<file path="src/rtl/fetch_unit_if.sv">
// Instruction-memory request/response bus between the fetch unit and the instruction memory.
interface fetch_unit_if;
  logic        im_req;
  logic [31:0] im_addr;
  logic        im_ready;
  logic [31:0] im_rdata;

  modport master (
    output im_req,
    output im_addr,
    input  im_ready,
    input  im_rdata
  );

  modport slave (
    input  im_req,
    input  im_addr,
    output im_ready,
    output im_rdata
  );
endinterface

</file>
<file path="src/rtl/fetch_unit.sv">
// Single-outstanding-request instruction fetch unit: IDLE -> FETCH -> HOLD loop,
// holding one instruction until the core retires it, then fetching the next PC.
module fetch_unit #(
  parameter logic [31:0] RESET_PC = 32'h0000_3000
) (
  input  logic               clk,
  input  logic               rst,
  input  logic [1:0]         NPCOp,
  input  logic [25:0]        IMM,
  input  logic               retire,
  fetch_unit_if.master       im,
  output logic [31:0]        instr,
  output logic               instr_valid,
  output logic [31:0]        PC,
  output logic [31:0]        PC4,
  output logic [31:0]        retire_cnt
);

  localparam logic [1:0] ST_IDLE  = 2'd0;
  localparam logic [1:0] ST_FETCH = 2'd1;
  localparam logic [1:0] ST_HOLD  = 2'd2;

  localparam logic [1:0] NPC_PLUS4  = 2'b00;
  localparam logic [1:0] NPC_BRANCH = 2'b01;
  localparam logic [1:0] NPC_JUMP   = 2'b10;

  logic [1:0]  state_q, state_d;
  logic [31:0] pc_q, pc_d;
  logic [31:0] instr_q, instr_d;
  logic [31:0] retire_cnt_q, retire_cnt_d;

  logic [31:0] pc_plus4;
  logic [31:0] branch_off;
  logic [31:0] npc;

  assign pc_plus4   = pc_q + 32'd4;
  assign branch_off = {{14{IMM[15]}}, IMM[15:0], 2'b00};

  // Next-PC select; the reserved encoding falls through to sequential.
  always_comb begin
    npc = pc_plus4;
    case (NPCOp)
      NPC_PLUS4:  npc = pc_plus4;
      NPC_BRANCH: npc = pc_plus4 + branch_off;
      NPC_JUMP:   npc = {pc_plus4[31:28], IMM, 2'b00};
      default:    npc = pc_plus4;
    endcase
  end

  always_comb begin
    state_d      = state_q;
    pc_d         = pc_q;
    instr_d      = instr_q;
    retire_cnt_d = retire_cnt_q;
    case (state_q)
      ST_IDLE: begin
        state_d = ST_FETCH;
      end
      ST_FETCH: begin
        if (im.im_ready) begin
          instr_d = im.im_rdata;
          state_d = ST_HOLD;
        end
      end
      ST_HOLD: begin
        if (retire) begin
          pc_d         = npc;
          retire_cnt_d = retire_cnt_q + 32'd1;
          state_d      = ST_FETCH;
        end
      end
      default: begin
        state_d = ST_IDLE;
      end
    endcase
  end

  always_ff @(posedge clk) begin
    if (rst) begin
      state_q      <= ST_IDLE;
      pc_q         <= RESET_PC;
      instr_q      <= 32'd0;
      retire_cnt_q <= 32'd0;
    end else begin
      state_q      <= state_d;
      pc_q         <= pc_d;
      instr_q      <= instr_d;
      retire_cnt_q <= retire_cnt_d;
    end
  end

  // Outputs decode only from registered state, so no input reaches an output combinationally.
  assign im.im_req   = (state_q == ST_FETCH);
  assign im.im_addr  = pc_q;
  assign instr       = instr_q;
  assign instr_valid = (state_q == ST_HOLD);
  assign PC          = pc_q;
  assign PC4         = pc_plus4;
  assign retire_cnt  = retire_cnt_q;

endmodule

</file>
<file path="src/flat_wrapper.sv">
// flat-port wrapper written by rule: the top's interface ports become plain ports
module fetch_unit_flat 
#(
  parameter logic [31:0] RESET_PC = 32'h0000_3000
)
  (clk, rst, NPCOp, IMM, retire, instr, instr_valid, PC, PC4, retire_cnt, im_im_req, im_im_addr, im_im_ready, im_im_rdata);
  fetch_unit_if im_i ();
  input  logic clk;
  input  logic rst;
  input  logic [1:0] NPCOp;
  input  logic [25:0] IMM;
  input  logic retire;
  output logic [31:0] instr;
  output logic instr_valid;
  output logic [31:0] PC;
  output logic [31:0] PC4;
  output logic [31:0] retire_cnt;
  output wire logic [$bits(im_i.im_req)-1:0] im_im_req;
  output wire logic [$bits(im_i.im_addr)-1:0] im_im_addr;
  input wire logic [$bits(im_i.im_ready)-1:0] im_im_ready;
  input wire logic [$bits(im_i.im_rdata)-1:0] im_im_rdata;
  assign im_im_req = im_i.im_req;
  assign im_im_addr = im_i.im_addr;
  assign im_i.im_ready = im_im_ready;
  assign im_i.im_rdata = im_im_rdata;
  fetch_unit #(.RESET_PC(RESET_PC)) u_core (.clk(clk), .rst(rst), .NPCOp(NPCOp), .IMM(IMM), .retire(retire), .im(im_i), .instr(instr), .instr_valid(instr_valid), .PC(PC), .PC4(PC4), .retire_cnt(retire_cnt));
endmodule
</file>
<file path="config.mk">
export PLATFORM = sky130hd
export DESIGN_NAME = fetch_unit_flat
export DESIGN_NICKNAME = d
export VERILOG_FILES = /design/src/rtl/fetch_unit_if.sv /design/src/rtl/fetch_unit.sv /design/src/flat_wrapper.sv
export SDC_FILE = /design/constraint.sdc
export NUM_CORES = 1
export LEC_CHECK = 0
export CAP_MARGIN = 20
export CORE_MARGIN = 1.5
export CORE_UTILIZATION = 35
export CTS_CLUSTER_DIAMETER = 200
export CTS_CLUSTER_SIZE = 25
export DETAILED_ROUTE_END_ITERATION = 7
export PLACE_DENSITY = 0.76
export SYNTH_ARGS = -nofsm -noshare
export SYNTH_HDL_FRONTEND = slang
export SYNTH_SLANG_ARGS = --single-unit
</file>
<file path="constraint.sdc">
create_clock -name clk -period 3.4 [get_ports clk]
set_input_delay 0.34 -clock clk [delete_from_list [all_inputs] [get_ports clk]]
set_output_delay 0.34 -clock clk [all_outputs]
set_load 0.03 [all_outputs]
</file>
==> results.py, run 1 <==
metrics = {
    "run_status": {
        "status": "finished, violations left",
        "failed_checks": "setup timing",
    },
    "pwr": {
        "p_sw_share_pct": 30.64,
        "power.internal_mw": 2.034,
        "power_per_cell_area_mw_per_mm2": 265.7,
        "vdd.ir_drop.worst_mv": 0.2570,
        "power.leakage_nw": 4.359,
        "power.share.clock_pct": 37.1,
        "total_switching_power_mw": 0.8984,
        "p_seq_share_pct": 39.6,
        "combPwrFrac_pct": 23.3,
    },
    "setup_path": {
        "critical_path.reg2reg.startpoint": "u_core.PC[3]",
        "worstPathRequired_ns": 3.59,
        "crit_arrival_ns": 3.83,
        "crit_path_max_incr_delay_ns": 0.56,
        "critical_path_peak_fanout": 4,
        "worst_r2r_endpoint": "u_core.PC[18]",
        "type_of_the_worst_setup_path": "reg -> reg",
        "worst_r2r_path_depth": 14,
        "cp-start-kind": "flip-flop",
        "crit_chain": "ha_4, nand4_1, or3_4, buf_4, buf_6, xnor2_4, ha_4, buf_6, a221o_1, or4_4, a31oi_4, xnor2_2, a221oi_2, a211oi_1",
        "reg2reg_setup_slack_ns": -0.24,
        "critical-path-slowest-cell": "sky130_fd_sc_hd__or4_4",
        "endpoint_kind": "flip-flop",
    },
    "cts": {
        "insertion_delay_ns": 0.35,
        "h-tree-depth": 3,
        "clock_tree_from_tritoncts": "done",
        "hold_buffers": 0,
        "clk_pin_slew_worst_paths_ns": 0.08,
        "clock-sinks": 96,
        "cts.path.max_buffers": 2,
        "clock_tree.root_cell": "sky130_fd_sc_hd__clkbuf_16",
        "cts-buffers-inserted": 9,
    },
    "synth": {
        "post_synth_num_cell_types": 68,
        "synthesis.area_sq_mm": 0.006639,
        "ys.warnings.count": 0,
        "synth-compound-area-share_pct": 21.05,
        "synth-seq-area-share_pct": 28.95,
        "ys_ff_latch": 96,
        "post_synth_inst_count": 859,
        "synth_async_sr_flop_share_pct": 0,
        "synth_top_family_by_area": "simple AND/OR/NAND/NOR gates",
        "synthMuxAreaShare_pct": 0,
        "synth-edff-count": 0,
        "synth-simple-area-share_pct": 24.69,
        "syn-mean-instance-area_sq_um": 7.729,
        "postSynth.topFlopCell": "sky130_fd_sc_hd__dfxtp_1",
        "synth_xor_xnor_area_share_pct": 10.44,
        "yosys.area_share.adder_pct": 7.463,
    },
    "detailed_routing": {
        "initialDrtViolationCount": 471,
        "antenna_viol_nets_final": 0,
        "routed_wl_um": 23740,
        "avg_wl_per_cell_um": 16.93,
        "drc": 0,
        "first_drt_pass_iteration_count": 4,
        "route.vias.total": 7594,
        "drt-vias-per-instance": 5.417,
    },
    "timing": {
        "slew_violations": 0,
        "worst_slack_ns": -0.2387,
        "max_freq_mhz": 274.8,
        "report.final.setup_viol": 11,
        "slew_headroom_pct": 28.25,
        "hold_viol_final": 0,
        "layout_worst_path_cycle_share_pct": 107.0,
        "period_minus_slack_ns": 3.639,
        "rsz0062_at_grt": "true",
        "tightest_slew_ns": 1.076,
        "finalClockSkew_ns": 0.01180,
    },
    "floorplanning": {
        "floorplan.die.height_um": 140.7,
        "core_area_sq_mm": 0.01864,
        "core.rowCount": 50,
        "top_level_ports": 226,
        "die_w_um": 140.7,
        "start_util_pct": 35.61,
        "dieArea_sq_mm": 0.01980,
    },
    "run": {
        "max_cap_viol_count": 0,
    },
    "global_route": {
        "first_pass_grt_wire_length_um": 37070,
        "vias_in_the_first_global_route": 7360,
        "grt_residual_overflow": 0,
        "global_route.usage.total_pct": 23.22,
        "number_of_antenna_violations_at_the_first_check_in_global_routing": 0,
        "pin_count_of_the_biggest_net_entering_global_routing": 100,
    },
    "min_path": {
        "hold-path-endpoint": "u_core.PC[30]",
        "timing.hold.worst_path_depth": 4,
        "min-delay-start": "rst",
        "min-delay-path-class": "in -> reg",
    },
    "layout": {
        "drive_gt1_share_pct": 25.43,
        "final-instance-count-excl-fill": 1402,
        "layout-area-overhead-vs-synth_pct": 66.25,
        "nets": 1266,
        "filler_cell_count": 1625,
        "post-route-util_pct": 59.20,
        "insertedDiodeCount": 0,
        "mostFrequentLayoutCells": "sky130_fd_sc_hd__clkdlybuf4s50_1 (216), sky130_fd_sc_hd__buf_4 (140), sky130_fd_sc_hd__nand2_1 (114)",
        "layout.cells.most_common": "sky130_fd_sc_hd__clkdlybuf4s50_1",
    },
    "placed_design": {
        "gp_congestion": 0.9531,
        "place.detailed.instances": 1366,
        "io_buffer_count": 219,
        "hpwl_um": 17090,
    },
}
==> what timing repair did <==
item                                    CTS  global route
buffers inserted                          8            13
pin swaps                                35            42
resized for setup                        34            52
endpoints found under the setup margin   13            17
==> worst max-delay path, delay by kind of cell, from the launching register on <==
family	cells	cell delay (ns)
DFF	1	0.37
AOI/OAI and AO/OA	4	0.94
buffers and inverters	3	0.39
xor gates and xnor gates	2	0.27
and+or+nand+nor	3	1.15
adders and majority gates	2	0.36
==> flip-flops by register name (all words and copies together), names as in the netlist <==
name               count
u_core.PC             30
u_core.state_q         2
u_core.retire_cnt     32
u_core.instr          32
==> worst max path at each step <==
stage | start | endpoint | slack, ns
finish | u_core.PC[3] | u_core.PC[18] | -0.24
CTS | u_core.PC[2] | u_core.PC[23] | -0.10
global route | u_core.PC[2] | u_core.PC[18] | -0.35
floorplan | u_core.PC[2] | u_core.PC[27] | -0.24
global placement | u_core.PC[3] | u_core.PC[27] | -0.18
detailed placement | u_core.PC[3] | u_core.PC[26] | -0.24
==> layout make-up <==
cell class | instances | area [sq um] | area share, %
flip-flops and latches | 96 | 1974 | 17.89
repair buffers | 363 | 3302 | 29.92
clock buffers | 11 | 264.0 | 2.392
well taps | 234 | 292.8 | 2.653
clock inverters | 5 | 53.80 | 0.4875
inverters | 17 | 63.81 | 0.5782
multi-input cells | 676 | 5086 | 46.08
==> routing by layer <==
metal | routed length, um | GRT usage [%] | share of wire, %
met1 | 9945 | 29.03 | 42
met2 | 11310 | 39.20 | 48
met3 | 1599 | 4.484 | 6.7
met4 | 888 | 9.594 | 3.7
met5 | 0 | 0 | 0
==> Yosys cell counts, types with 3 or more instances <==
library cell                  n  area [sq um]
sky130_fd_sc_hd__buf_4       36         270.3
sky130_fd_sc_hd__a21o_1       8         60.06
sky130_fd_sc_hd__clkbuf_1    34         127.6
sky130_fd_sc_hd__nand2_1    115         431.7
sky130_fd_sc_hd__nor2_1      81         304.0
sky130_fd_sc_hd__ha_1        38         475.5
sky130_fd_sc_hd__and2_1      11         68.82
sky130_fd_sc_hd__inv_1       16         60.06
sky130_fd_sc_hd__buf_2        3         15.01
sky130_fd_sc_hd__nor4_1       5         31.28
sky130_fd_sc_hd__nand4_2      3         37.54
sky130_fd_sc_hd__and3_1      14         87.58
sky130_fd_sc_hd__nor2b_1     12         75.07
sky130_fd_sc_hd__o211ai_1     3         22.52
sky130_fd_sc_hd__a2111oi_0    4         35.03
sky130_fd_sc_hd__xor2_1      35         306.5
sky130_fd_sc_hd__nor3_1      21         105.1
sky130_fd_sc_hd__a22oi_1      6         45.04
sky130_fd_sc_hd__nand2b_1     7         43.79
sky130_fd_sc_hd__o21a_1       5         37.54
sky130_fd_sc_hd__o21ai_0     36         180.2
sky130_fd_sc_hd__a211oi_1     8         60.06
sky130_fd_sc_hd__and4_1       3         26.28
sky130_fd_sc_hd__a211o_1      4         35.03
sky130_fd_sc_hd__xnor2_1     41         359.1
sky130_fd_sc_hd__a221oi_1    16         140.1
sky130_fd_sc_hd__o22ai_1      6         37.54
sky130_fd_sc_hd__a21oi_1     89         445.4
sky130_fd_sc_hd__or2_2        6         37.54
sky130_fd_sc_hd__dfxtp_1     96          1922
sky130_fd_sc_hd__or3_1       10         62.56
sky130_fd_sc_hd__nand3_1     23         115.1
sky130_fd_sc_hd__nand4_1     11         68.82
sky130_fd_sc_hd__a31oi_1     12         75.07
==> metrics by stage <==
stage / setup TNS [ns] / setup slack (ns) / area [sq um] / hold slack [ns] / power, mW
CTS: -0.3459 / -0.1013 / 10660 / 0.3467 / 2.920
floorplan: -1.173 / -0.2393 / 7117 / 0.4760 / 1.539
global placement: -0.8886 / -0.1841 / 10130 / 0.4403 / 1.803
global route: -3.787 / -0.3532 / 11040 / 0.3959 / 3.046
detailed placement: -1.803 / -0.2435 / 10130 / 0.4468 / 1.813
finish: -1.424 / -0.2387 / 11040 / 0.3622 / 2.932
==> power groups by stage <==
stage / clock network, mW / registers (mW) / logic, mW
floorplan: 0 / 1.24 / 0.300
global placement: 0 / 1.19 / 0.618
detailed placement: 0 / 1.19 / 0.625
CTS: 1.11 / 1.16 / 0.644
global route: 1.15 / 1.17 / 0.730
finish: 1.09 / 1.16 / 0.683
==> logic make-up (layout without fill, tap and decap cells) <==
group | Yosys count | after routing
other cells | 1 | 6
flops | 96 | 96
compound gates | 219 | 219
buf+inv | 92 | 396
xor+xnor | 77 | 77
simple gates | 335 | 335
fa+ha+maj | 39 | 39
Power figures use the tool's default switching activity.
==> run 2: changes to the inputs <==
--- a/config.mk
+++ b/config.mk
@@ -8,10 +8,11 @@
 export CAP_MARGIN = 20
 export CORE_MARGIN = 1.5
 export CORE_UTILIZATION = 35
+export CTS_BUF_LIST = sky130_fd_sc_hd__clkbuf_8
 export CTS_CLUSTER_DIAMETER = 200
 export CTS_CLUSTER_SIZE = 25
 export DETAILED_ROUTE_END_ITERATION = 7
-export PLACE_DENSITY = 0.76
+export PLACE_DENSITY = 0.68
 export SYNTH_ARGS = -nofsm -noshare
 export SYNTH_HDL_FRONTEND = slang
 export SYNTH_SLANG_ARGS = --single-unit
==> run 2 against run 1 <==
Net effect:
- clock-buffer cell count down 1
- largest cell class unchanged
- maximum frequency increased by 2.3%
- final area is 2.2% lower
- total power decreased by 11%
- clock power shrank 28%
- the flow still finishes with violations (setup timing)
==> results.py, run 2 (synthesized netlist as in run 1, its figures left out) <==
metrics = {
    "run_status": {
        "status": "finished, violations left",
        "failed_checks": "setup timing",
    },
    "placed_design": {
        "io_buffer_count": 219,
        "dpl_cell_area_sq_mm": 0.01018,
        "hpwl_um": 17050,
        "gp_congestion": 0.9660,
    },
    "cts": {
        "clock-sinks": 96,
        "clk_pin_slew_worst_paths_ns": 0.11,
        "cts.path.max_buffers": 2,
        "clock_tree.root_cell": "sky130_fd_sc_hd__clkbuf_8",
        "cts-buffers-inserted": 9,
        "insertion_delay_ns": 0.37,
        "h-tree-depth": 3,
        "clock_tree_from_tritoncts": "done",
    },
    "global_route": {
        "first_pass_grt_wire_length_um": 36030,
        "busiest_layer": "met2",
        "gr-usage-met1_pct": 28.51,
        "number_of_antenna_violations_at_the_first_check_in_global_routing": 0,
        "grt_residual_overflow": 0,
        "vias_in_the_first_global_route": 7033,
        "groute.layer.met2.usage_pct": 38.58,
        "grt_met3_use_pct": 4.688,
        "global_route.usage.total_pct": 22.72,
        "pin_count_of_the_biggest_net_entering_global_routing": 70,
    },
    "setup_path": {
        "endpoint_kind": "flip-flop",
        "critical-path-slowest-cell": "sky130_fd_sc_hd__or3_4",
        "crit_chain": "ha_4, nand4_1, or3_4, or2_4, xnor2_4, ha_4, a21oi_2, o21ai_2, a221o_1, a211oi_4, nor4_2, or3_1, a31oi_2, a2111oi_2",
        "type_of_the_worst_setup_path": "reg -> reg",
        "critical-path-top-cell-by-count": "sky130_fd_sc_hd__ha_4",
        "crit_arrival_ns": 3.79,
        "critical_path_peak_fanout": 3,
        "crit_path_max_incr_delay_ns": 0.42,
        "cp-start-kind": "flip-flop",
        "worstPathRequired_ns": 3.64,
    },
    "detailed_routing": {
        "drc": 0,
        "routed_wl_um": 22940,
        "antenna_viol_nets_final": 0,
        "initialDrtViolationCount": 410,
        "first_drt_pass_iteration_count": 5,
        "drt-vias-per-instance": 5.240,
        "avg_wl_per_cell_um": 16.39,
        "route.vias.total": 7336,
    },
    "layout": {
        "drive_gt1_share_pct": 24.36,
        "mostFrequentLayoutCells": "sky130_fd_sc_hd__clkdlybuf4s50_1 (214), sky130_fd_sc_hd__buf_4 (138), sky130_fd_sc_hd__nand2_1 (113)",
        "layout-area-overhead-vs-synth_pct": 62.65,
        "nets": 1264,
        "finalInstanceArea_sq_mm": 0.01080,
        "post-route-util_pct": 57.92,
        "filler_cell_count": 1706,
        "layout.cells.most_common": "sky130_fd_sc_hd__clkdlybuf4s50_1",
        "insertedDiodeCount": 0,
    },
    "timing": {
        "timing.setup.tns_ns": -0.7220,
        "hold_viol_final": 0,
        "layout_worst_path_cycle_share_pct": 104.6,
        "slew_violations": 0,
        "worst_slack_ns": -0.1553,
        "finalClockSkew_ns": 0.01829,
        "rsz0062_at_grt": "true",
        "slew_headroom_pct": 48.85,
        "max_freq_mhz": 281.3,
        "period_minus_slack_ns": 3.555,
        "tightest_slew_ns": 0.7673,
        "report.final.setup_viol": 10,
    },
    "floorplanning": {
        "dieArea_sq_mm": 0.01980,
        "start_util_pct": 35.61,
        "core_area_sq_mm": 0.01864,
        "core.rowCount": 50,
        "top_level_ports": 226,
        "die_w_um": 140.7,
        "floorplan.die.height_um": 140.7,
    },
    "min_path": {
        "min-delay-path-class": "reg -> reg",
    },
    "run": {
        "max_cap_viol_count": 0,
    },
    "pwr": {
        "power_per_cell_area_mw_per_mm2": 242.3,
        "vdd.ir_drop.worst_mv": 0.1982,
        "power.leakage_nw": 4.308,
    },
}
run 2: what timing repair did:
action | CTS | global route
hold buffers | 0 | 0
endpoints found under the setup margin | 15 | 20
gates resized for setup | 37 | 40
pin swaps | 25 | 26
setup buffers | 5 | 5
run 2: layout make-up:
type	instances	area, sq um	share of cell area (%)
multi-input cells	676	4980	46.12
repair buffers	361	3289	30.46
flip-flops and latches	96	1974	18.28
well taps	234	292.8	2.711
clock buffers	10	137.6	1.275
inverters	17	63.81	0.5910
clock inverters	6	60.06	0.5562
run 2: final timing paths:
kind,startpoint,end,slack [ns],depth (start not counted)
worst max-delay path,u_core.PC[2],u_core.PC[27],-0.16,14
worst min-delay path,u_core.instr[18],u_core.instr[18],0.46,2
worst max register to register,u_core.PC[2],u_core.PC[27],-0.16,14
worst min register to register,u_core.instr[18],u_core.instr[18],0.46,2
run 2: per-layer routing:
metal	vias to the layer above	wire, um
met4	0	597
li1	3613	-
met1	3393	9855
met2	286	10870
met3	44	1616
met5	-	0
run 2: worst max-delay path: cells and delay by family, from the launching register on:
kind / cells / cell delay [ns]
AO/OA/AOI/OAI: 6 / 1.10
adder cells (fa/ha/maj): 2 / 0.37
XOR/XNOR: 1 / 0.20
AND/OR/NAND/NOR: 5 / 1.37
flip-flops: 1 / 0.38
run 2: metrics by stage:
| stage | instances | worst slack, ns | power [mW] | hold WS (ns) |
|---|---|---|---|---|
| after floorplan | 864 | -0.2393 | 1.539 | 0.4760 |
| after global placement | 1375 | -0.1956 | 1.819 | 0.4405 |
| after detailed placement | 1375 | -0.2392 | 1.821 | 0.4463 |
| after CTS | 1396 | -0.09503 | 2.624 | 0.4607 |
| after global routing | 1400 | -0.2795 | 2.746 | 0.4750 |
| final | 1400 | -0.1553 | 2.616 | 0.4571 |
run 2: power by group:
group	internal (mW)	switching, mW	leakage [nW]	total [mW]
registers	1.14	0.0169	0.789	1.16
logic	0.306	0.369	3.42	0.675
clock network	0.306	0.475	0.102	0.781
total	1.76	0.861	4.31	2.62
==> run 3: changes to the inputs <==
--- a/config.mk
+++ b/config.mk
@@ -6,6 +6,7 @@
 export NUM_CORES = 1
 export LEC_CHECK = 0
 export CAP_MARGIN = 20
+export CORE_ASPECT_RATIO = 0.7
 export CORE_MARGIN = 1.5
 export CORE_UTILIZATION = 35
 export CTS_BUF_LIST = sky130_fd_sc_hd__clkbuf_8
==> run 3 against run 2 <==
Net effect:
- the run still ends with setup timing left
- final area is 0.36% higher
- first-iteration DRC count is 17% higher
- maximum frequency decreased by 1.4%
- total power up 1.1%
- global-route usage is 1.5 points higher
- die area about the same
- hold slack lost 0.050 ns
- largest cell class unchanged
- highest routed layer is now met5
==> results.py, run 3 (synthesized netlist as in run 1, its figures left out) <==
metrics = {
    "detailed_routing": {
        "antenna_viol_nets_final": 0,
        "avg_wl_per_cell_um": 17.37,
        "drt-vias-per-instance": 5.259,
        "initialDrtViolationCount": 480,
        "route.vias.total": 7394,
        "drc": 0,
        "routed_wl_um": 24430,
        "first_drt_pass_iteration_count": 5,
    },
    "floorplanning": {
        "core_area_sq_mm": 0.01831,
        "dieArea_sq_mm": 0.01982,
        "start_util_pct": 36.25,
        "top_level_ports": 226,
        "die_w_um": 167.6,
        "floorplan.die.height_um": 118.2,
        "core.rowCount": 41,
    },
    "placed_design": {
        "io_buffer_count": 219,
        "gp_congestion": 0.9193,
        "post-place-ws_ns": -0.2673,
        "place.detailed.instances": 1380,
        "dpl_cell_area_sq_mm": 0.01021,
        "hpwl_um": 18320,
    },
    "layout": {
        "final-instance-count-excl-fill": 1406,
        "register_area_sq_mm": 0.001974,
        "multiInputGateArea_sq_mm": 0.004985,
        "layout.cells.most_common": "sky130_fd_sc_hd__clkdlybuf4s50_1",
        "nets": 1267,
        "post-route-util_pct": 59.17,
        "finalInstanceArea_sq_mm": 0.01084,
        "drive_gt1_share_pct": 24.64,
        "filler_cell_count": 1615,
        "layout-area-overhead-vs-synth_pct": 63.23,
        "mostFrequentLayoutCells": "sky130_fd_sc_hd__clkdlybuf4s50_1 (212), sky130_fd_sc_hd__buf_4 (142), sky130_fd_sc_hd__nand2_1 (113)",
    },
    "setup_path": {
        "critical_path_peak_fanout": 4,
        "reg2reg_setup_slack_ns": -0.21,
        "endpoint_kind": "flip-flop",
        "crit_path_end": "u_core.PC[25]",
        "type_of_the_worst_setup_path": "reg -> reg",
        "crit_arrival_ns": 3.87,
        "worst_r2r_path_depth": 15,
        "crit_path_start": "u_core.PC[3]",
        "cp-start-kind": "flip-flop",
        "worst_r2r_endpoint": "u_core.PC[25]",
        "critical_path.reg2reg.startpoint": "u_core.PC[3]",
        "worstPathRequired_ns": 3.67,
    },
    "timing": {
        "slew_headroom_pct": 56.75,
        "report.final.setup_viol": 9,
        "rsz0062_at_grt": "true",
        "period_minus_slack_ns": 3.607,
        "finalClockSkew_ns": 0.01742,
        "worst_slack_ns": -0.2070,
        "slew_violations": 0,
        "layout_worst_path_cycle_share_pct": 106.1,
        "tightest_slew_ns": 0.6487,
        "fin_worst_hold_slack_ns": 0.4071,
        "max_freq_mhz": 277.2,
        "hold_viol_final": 0,
    },
    "run_status": {
        "failed_checks": "setup timing",
        "status": "finished, violations left",
    },
    "cts": {
        "cts-buffers-inserted": 9,
        "h-tree-depth": 3,
        "cts.path.max_buffers": 2,
        "insertion_delay_ns": 0.39,
        "clk_pin_slew_worst_paths_ns": 0.11,
        "clock_tree_from_tritoncts": "done",
        "clock_tree.root_cell": "sky130_fd_sc_hd__clkbuf_8",
        "clock-sinks": 96,
        "hold_buffers": 0,
    },
    "global_route": {
        "number_of_antenna_violations_at_the_first_check_in_global_routing": 2,
        "grt_residual_overflow": 0,
        "first_pass_grt_wire_length_um": 38340,
        "vias_in_the_first_global_route": 7088,
        "pin_count_of_the_biggest_net_entering_global_routing": 57,
        "global_route.usage.total_pct": 24.26,
    },
    "pwr": {
        "power_per_cell_area_mw_per_mm2": 244.0,
        "power.leakage_nw": 4.345,
        "vdd.ir_drop.worst_mv": 0.2040,
    },
    "min_path": {
        "min-delay-start": "rst",
        "min-delay-path-class": "in -> reg",
    },
    "run": {
        "max_cap_viol_count": 0,
    },
}
run 3: final cells by class:
type / instances / share of cell area [%]
Multi-Input combinational cell: 676 / 46.00
Timing Repair Buffer: 364 / 30.50
Inverter: 17 / 0.5888
Sequential cell: 96 / 18.22
Clock buffer: 9 / 1.143
Tap cell: 236 / 2.725
Antenna cell: 1 / 0.02309
Clock inverter: 7 / 0.7967
run 3: metrics by stage:
step	total power, mW	TNS, ns
finish	2.645	-0.9584
global route	2.774	-3.121
CTS	2.640	-0.5274
detailed placement	1.823	-2.109
global placement	1.817	-0.7399
floorplan	1.539	-1.173
run 3: layer usage:
layer  up-vias  global-route usage (%)  wire length (um)
met3        23                   7.971              2306
met2       297                   37.32             10720
met5         -                       0                12
met1      3459                   32.94             11130
met4         2                   5.011               257
li1       3613                       -                 -
run 3: worst min path at each step:
| stage | slack, ns | cells past startpoint | to |
|---|---|---|---|
| after floorplan | 0.48 | 2 | u_core.instr[19] |
| after global placement | 0.44 | 2 | u_core.instr[16] |
| after detailed placement | 0.45 | 2 | u_core.instr[14] |
| after CTS | 0.39 | 2 | u_core.retire_cnt[22] |
| after global routing | 0.41 | 2 | u_core.retire_cnt[14] |
| final | 0.41 | 2 | u_core.retire_cnt[22] |
run 3: timing repair:
action,in CTS,in global routing
cloned,0,0
endpoints found under the setup margin,17,20
pin swaps,33,27
buffers inserted,5,4
gates resized for setup,34,46
run 3: worst max-delay path, stage by stage (launching register included):
cell and delay (ns):
sky130_fd_sc_hd__dfxtp_4 0.38, sky130_fd_sc_hd__ha_4 0.13, sky130_fd_sc_hd__nand4_1 0.18, sky130_fd_sc_hd__or3_4 0.46, sky130_fd_sc_hd__or2_4 0.27, sky130_fd_sc_hd__xnor2_4 0.24, sky130_fd_sc_hd__ha_4 0.24, sky130_fd_sc_hd__a21oi_2 0.12
sky130_fd_sc_hd__o21ai_2 0.07, sky130_fd_sc_hd__a221o_1 0.35, sky130_fd_sc_hd__a211oi_4 0.30, sky130_fd_sc_hd__buf_6 0.17, sky130_fd_sc_hd__o31ai_4 0.07, sky130_fd_sc_hd__xor2_1 0.16, sky130_fd_sc_hd__a221oi_2 0.25, sky130_fd_sc_hd__nor3_1 0.08
run 3: where the power goes:
part | total, mW | switching (mW) | internal (mW)
sequential | 1.16 | 0.0181 | 1.14
combinational | 0.680 | 0.375 | 0.306
clock | 0.803 | 0.504 | 0.299
total | 2.64 | 0.896 | 1.75
